===== src/rtl/divfreq_prog.sv =====
// divfreq_prog: programmable square-wave / tick generator with glitch-free period reload
//   clock50_i   system clock, all state on posedge
//   reset_n_i   asynchronous active-low reset
//   en_i        run enable (0 = stopped, outputs low)
//   load_i      one-cycle request to load div_in_i/high_in_i
//   div_in_i    requested period in clock cycles (must be >= 2)
//   high_in_i   requested high time, clamped to [1, div_in_i-1]
//   clk_out_o   registered divided square wave
//   tick_o      registered one-cycle strobe on the first high cycle of each period
//   load_busy_o accepted load waiting for the next period boundary
//   load_err_o  one-cycle strobe for a rejected load (div_in_i < 2)
module divfreq_prog #(
  parameter int WIDTH       = 26,
  parameter int DEFAULT_DIV = 8333334
) (
  input  logic             clock50_i,
  input  logic             reset_n_i,
  input  logic             en_i,
  input  logic             load_i,
  input  logic [WIDTH-1:0] div_in_i,
  input  logic [WIDTH-1:0] high_in_i,
  output logic             clk_out_o,
  output logic             tick_o,
  output logic             load_busy_o,
  output logic             load_err_o
);
  localparam logic [WIDTH-1:0] DEF_DIV = WIDTH'(DEFAULT_DIV);
  localparam logic [WIDTH-1:0] DEF_HI  = WIDTH'(DEFAULT_DIV / 2);
  logic [WIDTH-1:0] cnt_q, cnt_d, div_q, div_d, hi_q, hi_d, pdiv_q, pdiv_d, phi_q, phi_d, hi_c;
  logic             run_q, run_d, pend_q, pend_d, clk_q, clk_d, tick_q, tick_d, err_q, err_d;
  logic             ld_ok, bnd, idle;
  logic [WIDTH:0]   cnt_inc;
  always_comb begin
    ld_ok   = load_i && (div_in_i >= WIDTH'(2));
    hi_c    = (high_in_i == '0) ? WIDTH'(1) : (high_in_i >= div_in_i) ? div_in_i - WIDTH'(1) : high_in_i;
    bnd     = cnt_q == div_q - WIDTH'(1);
    // one bit wider so the high-time compare can never wrap
    cnt_inc = {1'b0, cnt_q} + (WIDTH+1)'(1);
    // stopping or starting: any pending/new load takes effect right away
    idle    = !en_i || !run_q;
    div_d   = div_q;
    hi_d    = hi_q;
    pdiv_d  = pdiv_q;
    phi_d   = phi_q;
    pend_d  = pend_q;
    if (idle) begin
      if (pend_q) begin
        div_d = pdiv_q;
        hi_d  = phi_q;
      end
      if (ld_ok) begin
        div_d = div_in_i;
        hi_d  = hi_c;
      end
      pend_d = 1'b0;
    end else begin
      if (bnd && pend_q) begin
        div_d = pdiv_q;
        hi_d  = phi_q;
      end
      // a load on the boundary edge stays pending for the following boundary
      if (ld_ok) begin
        pdiv_d = div_in_i;
        phi_d  = hi_c;
      end
      pend_d = ld_ok || (pend_q && !bnd);
    end
    run_d  = en_i;
    cnt_d  = (idle || bnd) ? '0 : cnt_inc[WIDTH-1:0];
    clk_d  = en_i && (idle || bnd || (cnt_inc < {1'b0, hi_q}));
    tick_d = en_i && (idle || bnd);
    err_d  = load_i && !ld_ok;
  end
  always_ff @(posedge clock50_i or negedge reset_n_i) begin
    if (!reset_n_i) begin
      cnt_q  <= '0;
      div_q  <= DEF_DIV;
      hi_q   <= DEF_HI;
      pdiv_q <= DEF_DIV;
      phi_q  <= DEF_HI;
      run_q  <= 1'b0;
      pend_q <= 1'b0;
      clk_q  <= 1'b0;
      tick_q <= 1'b0;
      err_q  <= 1'b0;
    end else begin
      cnt_q  <= cnt_d;
      div_q  <= div_d;
      hi_q   <= hi_d;
      pdiv_q <= pdiv_d;
      phi_q  <= phi_d;
      run_q  <= run_d;
      pend_q <= pend_d;
      clk_q  <= clk_d;
      tick_q <= tick_d;
      err_q  <= err_d;
    end
  end
  assign clk_out_o   = clk_q;
  assign tick_o      = tick_q;
  assign load_busy_o = pend_q;
  assign load_err_o  = err_q;
endmodule


===== config.mk =====
export PLATFORM = sky130hd
export DESIGN_NAME = divfreq_prog
export DESIGN_NICKNAME = d
export VERILOG_FILES = /design/src/rtl/divfreq_prog.sv
export SDC_FILE = /design/constraint.sdc
export NUM_CORES = 1
export LEC_CHECK = 0
export CAP_MARGIN = 15
export CORE_AREA = 4 4 262 136
export DETAILED_ROUTE_END_ITERATION = 7
export DIE_AREA = 0 0 266 140
export HOLD_SLACK_MARGIN = 0.02
export SLEW_MARGIN = 25
export SYNTH_ARGS = -nofsm -noshare
export SYNTH_HDL_FRONTEND = slang
export SYNTH_SLANG_ARGS = --single-unit
export TNS_END_PERCENT = 50

===== constraint.sdc =====
create_clock -name clock50_i -period 8.8 [get_ports clock50_i]
set_input_delay 1.76 -clock clock50_i [delete_from_list [all_inputs] [get_ports clock50_i]]
set_output_delay 1.76 -clock clock50_i [all_outputs]
set_load 0.01 [all_outputs]

==> impl_results.md, run 1 <==
- Drt wl/cell: 17.4 um
- Vias per inst: 4.92
- CTS H-tree lvls: 4
- RR Startpoint: div_q[0]$_DFFE_PN0P_
- Post-Syn Nets: 1077
- Met2 WL post-DR: 10.1 mm
- Leading post-synthesis cells by cell area: dfrtp_1 (25%), dfstp_2 (14%), ha_1 (7.8%)
- Post-synth EDFFs: 0
- Top Layer Used: met4
- Die boundary height: 140 um
- Initial Util: 26.3%
- First-pass detailed-route iteration total: 5
- Net Sw Power: 0.000666 W
- YS warnings: 0
- Final setup TNS: 0 ns
- Total CTS buffers: 17
- Post-Synthesis Cells: 966
- CTS Root Cell: clkbuf_16
- Async SR Flop Fraction: 100%
- Sw frac: 32.0%
- Slew Limit Fails: 0
- FF+latch count, synth: 135
- RSZ-0062 raised after global routing: false
- Register area: 0.00344 sq mm
- Fmax: 181 MHz
- I/O pin count: 60
- Num Clock Sinks: 135
- Routed WL: 25.6 mm
- RD Place Congestion: 0.891
- Clock Pin Slew Worst Setup and Hold Paths: 0.07 ns
- Setup bufs post-CTS: 0
- Setup violations, final: 0
- Peak supply drop: 0.000116 V
- Synth top area share: 24.6%
- Core area: 0.0336 sq mm
- Vias in the first global route: 7045
- DRT iter0 DRCs: 672
- Crit Path Max Fanout: 52
- CTS resizes: 0
- Top-count cell post-synth: nand2_1
- GR Util All Layers: 14.0%
- R2R setup slack: 3.28 ns
- Share of cells above drive strength 1: 10.3%
- Initial antenna violation count: 0
- Worst slew pin tran: 0.985 ns
- Register area share after synthesis: 38.8%
- Critical path launch point type: register
- Worst endpoint data arrival time: 5.84 ns
- CP required: 9.12 ns
- CP most frequent cell: buf_4
- Area added between synthesis and finish: 18.7%
- Met1 Routed Length: 12.7 mm
- Hold buffer count at CTS: 0
- Flop pwr share: 41.0%
- Power density over the cells: 198 mW/mm^2
- First-pass GRT wire length: 40.5 mm
- Slowest-stage cell, CP: nor3b_1
- Synth unique cells: 62
- Die width: 266 um
- Min cycle time layout: 5.52 ns
- Power share of the clock group: 35.6%
- Worst rel slew slack: 34.2%
- Final hold violations: 0
- Combinational share of power: 23.4%
- # nets final: 1122
- Met3 routed WL: 2.58 mm
- Hpwl dp: 20.0 mm
- Port bufs: 59
- Category of the most critical setup path: register to register
- Max-Cap Viols: 0
- Multi-input logic area: 0.00501 sq mm
- Pin count of the biggest net entering global routing: 85
- Largest area contributor in the synthesized netlist: dfrtp_1
- Worst r2r path cells: 13
- Commonest cells post-synth: nand2_1 (121), o21ai_0 (95), dfrtp_1 (87)
- FF-to-FF End: div_q[25]$_DFFE_PN0P_
- Residual DRC count: 0
- Leakage: 4.56 nW
- N_diodes: 0
- Crit end category: register
- Fin Clk Skew: 0.0124 ns
- HP Class: register to register
- Row count: 48
- Worst-Skew Late Latency: 0.44 ns
- Min-Delay Startpoint: phi_q[15]$_DFFE_PN1P_
- Cell internal pwr: 0.00141 W
- Status: completed
- Clk buf depth: 2
- Hold Path Depth: 2
- Avg Cell Area, Syn: 9.17 sq um
- Netlist Area Pre-Place: 0.00886 sq mm
- Final Total Pwr: 0.00208 W
- Fillers: 3475
- Fin crit share: 62.7%
- Die footprint: 0.0372 sq mm
- Final ANT Viol Nets: 0
- Critical path, cell by cell: inv_1 -> ha_1 -> nor3b_1 -> nand3_1 -> nor2_1 -> xnor2_1 -> o211ai_1 -> nor4_1 -> a31o_1 -> buf_4 -> a21boi_4 -> buf_4 -> mux2_2
- DR vias: 7253
- Max stage delay on crit path: 0.82 ns
- Worst hold endpoint: phi_q[15]$_DFFE_PN1P_
- CTS tree: yes
- Main synth FF type: dfrtp_1
- Grt ovf: 0
==> flip-flops by register name, summed over array words and instances, names as in the netlist, 26 cells and up <==
signal,count
cnt_q,26
div_q,26
hi_q,26
pdiv_q,26
phi_q,26
==> area by class of cell <==
type                            instances  share of cell area (%)
Timing Repair Buffer                   67                    6.20
Multi-Input combinational cell        722                    47.6
Clock inverter                         11                    1.18
Clock buffer                           21                    4.49
Inverter                               68                    2.43
Sequential cell                       135                    32.7
Tap cell                              450                    5.36
==> kinds of logic (layout without fill, tap and decap cells) <==
| kind of cell | count (synthesis) | count (layout) | synth area share, % |
|---|---|---|---|
| simple gates | 319 | 319 | 18.2 |
| compound gates | 201 | 201 | 14.0 |
| flops | 135 | 135 | 38.8 |
| buf+inv | 109 | 167 | 5.04 |
| mux | 76 | 76 | 9.15 |
| xor+xnor | 71 | 71 | 7.02 |
| fa+ha+maj | 55 | 55 | 7.77 |
==> how the worst max path moves through the flow <==
stage,startpoint,to,slack [ns],depth (start not counted)
after floorplan,div_in_i[15],hi_q[22]$_DFFE_PN0P_,4.33,13
after global placement,div_in_i[4],div_q[23]$_DFFE_PN0P_,3.11,9
after detailed placement,div_in_i[4],div_q[23]$_DFFE_PN0P_,3.05,9
after CTS,div_in_i[4],div_q[23]$_DFFE_PN0P_,3.50,9
after global routing,div_q[0]$_DFFE_PN0P_,div_q[25]$_DFFE_PN0P_,3.07,13
final,div_q[0]$_DFFE_PN0P_,div_q[25]$_DFFE_PN0P_,3.28,13
==> routing by layer <==
| metal | vias up | GRT usage, % |
|---|---|---|
| li1 | 3482 | - |
| met1 | 3519 | 21.0 |
| met2 | 234 | 18.6 |
| met3 | 18 | 5.93 |
| met4 | 0 | 2.57 |
| met5 | - | 0 |
==> worst max-delay path: cells and delay by family (launching register included) <==
kind | cells | cell delay (ns)
multiplexers | 1 | 0.40
XOR/XNOR | 1 | 0.27
AO/OA/AOI/OAI | 3 | 0.76
buffers and inverters | 3 | 1.02
AND/OR/NAND/NOR | 4 | 2.22
flip-flops | 1 | 0.45
adder cells (fa/ha/maj) | 1 | 0.22
==> cell usage in the layout (no fill, tap or decap), types with 20 or more instances in the layout <==
| cell | n |
|---|---|
| nand2_1 | 121 |
| o21ai_0 | 95 |
| dfrtp_1 | 87 |
| inv_1 | 68 |
| clkdlybuf4s50_1 | 58 |
| ha_1 | 55 |
| xnor2_1 | 51 |
| dfstp_2 | 48 |
| nor2_1 | 37 |
| mux2_1 | 37 |
| nor2b_1 | 36 |
| mux2i_1 | 36 |
| a21oi_1 | 29 |
| nand3_1 | 25 |
| xor2_1 | 20 |
==> power by group through the flow <==
stage / combinational, W / clock, W / sequential [W]
5_1_grt: 0.000550 / 0.000780 / 0.000869
3_3_place_gp: 0.000465 / 0 / 0.000857
6_report: 0.000486 / 0.000741 / 0.000852
3_5_place_dp: 0.000479 / 0 / 0.000860
4_1_cts: 0.000482 / 0.000748 / 0.000850
2_1_floorplan: 0.000341 / 0 / 0.000828
==> through the flow <==
step | area (sq um) | utilization [%] | hold WS, ns | std cells | setup slack [ns]
global placement | 9910 | 29.5 | 0.451 | 1442 | 3.11
global route | 10500 | 31.3 | 0.476 | 1474 | 3.07
floorplan | 8860 | - | 0.441 | 966 | 4.33
CTS | 10500 | 31.2 | 0.467 | 1474 | 3.50
detailed placement | 9910 | 29.5 | 0.458 | 1442 | 3.05
finish | 10500 | 31.3 | 0.465 | 1474 | 3.28
No activity file was read; power rests on OpenSTA's default activity.
==> run 2, diff against run 1 <==
- clock period: 8.8 -> 5 ns (I/O delays scaled with it)
==> run 2 against run 1 <==
Cell area up 0.98%. Sequential power up 77%. First-iteration DRC count up 15%. Register-to-register slack worse by 3.0 ns. Flip-flop and latch count unchanged. Core utilization up 0.31 points. Combinational power up 82%. Clock power up 75%. Critical path depth down 1. Routed wire length up 5.9%. Non-clock buffer count up 9. Largest power group unchanged.
==> impl_results.md, run 2 (synthesized netlist as in run 1, its figures left out) <==
- Worst-Skew Late Latency: 0.44 ns (about the same)
- # nets final: 1131 (+0.80%)
- Category of the most critical setup path: register to register
- Crit Path Max Fanout: 52 (unchanged)
- Max stage delay on crit path: 0.79 ns (-0.03 ns)
- Slew Limit Fails: 0 (unchanged)
- CP required: 5.33 ns (-3.79 ns)
- Final Total Pwr: 0.00369 W (+78%)
- Final setup TNS: 0 ns (unchanged)
- Die width: 266 um (unchanged)
- Fin Clk Skew: 0.0106 ns (-0.00182 ns)
- Pin count of the biggest net entering global routing: 85 (unchanged)
- Setup violations, final: 0 (unchanged)
- Final ANT Viol Nets: 0 (unchanged)
- CTS tree: yes
- RSZ-0062 raised after global routing: false
- CTS Root Cell: clkbuf_16
- Drt wl/cell: 18.3 um (+5.2%)
- Critical path launch point type: register
- Vias in the first global route: 6925 (-1.7%)
- Initial Util: 26.3% (unchanged)
- Met2 WL post-DR: 10.5 mm (+4.1%)
- RD Place Congestion: 0.926 (+3.9%)
- Post-Place Cells: 1451 (+0.62%)
- Commonest non-fill, non-tap cell in the layout: nand2_1
- Final hold violations: 0 (unchanged)
- Leakage: 4.61 nW (+1.1%)
- Met3 routed WL: 2.36 mm (-8.4%)
- Hpwl dp: 21.1 mm (+5.0%)
- Vias per inst: 4.94 (+0.41%)
- Power density over the cells: 348 mW/mm^2 (+76%)
- First-pass detailed-route iteration total: 6 (+1)
- CTS resizes: 0 (unchanged)
- Row count: 48 (unchanged)
- Die footprint: 0.0372 sq mm (unchanged)
- Critical path, cell by cell: inv_1 -> ha_1 -> nor3b_1 -> nand3_1 -> nor2_1 -> xnor2_1 -> o211ai_1 -> nor4_1 -> a31o_1 -> a21boi_4 -> buf_12 -> mux2_2
- DRT iter0 DRCs: 772 (+15%)
- I/O pin count: 60 (unchanged)
- Total CTS buffers: 17 (unchanged)
- Fin crit share: 95.2% (+32 points)
- Port bufs: 59 (unchanged)
- Crit end category: register
- Clk buf depth: 2 (unchanged)
- Fmax: 210 MHz (+16%)
- Worst endpoint data arrival time: 5.09 ns (-0.75 ns)
- Peak supply drop: 0.000247 V (+110%)
- Max-Cap Viols: 0 (unchanged)
- GR Util All Layers: 14.7% (+0.70 points)
- Largest delay share family, worst path: simple AND/OR/NAND/NOR gates
- Residual DRC count: 0 (unchanged)
- Most frequent cells in the layout: nand2_1 (121), o21ai_0 (95), dfrtp_1 (87), inv_1 (68), clkdlybuf4s50_1 (58)
- HP Class: register to register
- Clock Pin Slew Worst Setup and Hold Paths: 0.06 ns (about the same)
- Initial antenna violation count: 2 (+2)
- Worst slew pin tran: 0.940 ns (-0.0452 ns)
- Non-filler instance count after layout: 1484 (+0.68%)
- Grt ovf: 0 (unchanged)
- CTS H-tree lvls: 4 (unchanged)
- Worst rel slew slack: 37.2% (+3.0 points)
- Status: completed
- WP buf/inv: 2 (-1)
- Min Hold Slack: 0.476 ns (+0.0101 ns)
- Met1 Routed Length: 14.1 mm (+11%)
- Routed WL: 27.1 mm (+5.9%)
- Core area: 0.0336 sq mm (unchanged)
- DR vias: 7332 (+1.1%)
- First-pass GRT wire length: 42.2 mm (+4.2%)
- Hold buffer count at CTS: 0 (unchanged)
- Top Layer Used: met4
- Setup bufs post-CTS: 0 (unchanged)
- Num Clock Sinks: 135 (unchanged)
- Area added between synthesis and finish: 19.8%
- Min cycle time layout: 4.76 ns (-0.759 ns)
- Slowest-stage cell, CP: nor3b_1
- Die boundary height: 140 um (unchanged)
- Share of cells above drive strength 1: 10.9% (+0.69 points)
==> run 2: where the power goes <==
group          leakage (nW)  internal (W)  switching, W  total [W]
Clock                 0.280      0.000784      0.000521    0.00130
Sequential             1.62       0.00134      0.000166    0.00151
Combinational          2.71      0.000378      0.000506   0.000884
Total                  4.61       0.00250       0.00119    0.00369
==> run 2: through the flow <==
| step | util [%] | worst slack, ns | cell area (sq um) |
|---|---|---|---|
| 2_1_floorplan | - | 1.29 | 8860 |
| 3_3_place_gp | 29.8 | 0.264 | 10000 |
| 3_5_place_dp | 29.8 | 0.241 | 10000 |
| 4_1_cts | 31.5 | 0.506 | 10600 |
| 5_1_grt | 31.6 | 0.0835 | 10600 |
| 6_report | 31.6 | 0.242 | 10600 |
==> run 2: worst paths after layout <==
check                                      from                      to  slack, ns  cells past startpoint
min in group asynchronous             reset_n_i  pdiv_q[23]$_DFFE_PN0P_       0.53                      1
hold reg to reg            phi_q[1]$_DFFE_PN1P_    phi_q[1]$_DFFE_PN1P_       0.48                      2
setup reg to reg           div_q[0]$_DFFE_PN0P_   div_q[25]$_DFFE_PN0P_       0.24                     12
max in group asynchronous             reset_n_i  pdiv_q[11]$_DFFE_PN1P_       3.44                      2
setup / recovery           div_q[0]$_DFFE_PN0P_   div_q[25]$_DFFE_PN0P_       0.24                     12
hold / removal             phi_q[1]$_DFFE_PN1P_    phi_q[1]$_DFFE_PN1P_       0.48                      2
==> run 2: layout make-up <==
type	instances	area [sq um]
multi-input combinational	722	5010
sequential	135	3440
inverter	68	255
tap	450	563
antenna	1	2.50
fill	3506	23000
clock buffer	20	437
timing repair buffer	76	757
clock inverter	12	154
==> run 2: worst register-to-register path: stages (launching register included) <==
cell	delay (ns)
dfrtp_1	0.47
inv_1	0.12
ha_1	0.25
nor3b_1	0.79
nand3_1	0.48
nor2_1	0.24
xnor2_1	0.27
o211ai_1	0.29
nor4_1	0.49
a31o_1	0.29
a21boi_4	0.22
buf_12	0.33
mux2_2	0.39
==> run 2: layer usage <==
layer,vias to the layer above,track usage [%]
met1,3593,23.2
met3,11,4.91
met2,220,19.0
met4,0,3.01
li1,3508,-
met5,-,0
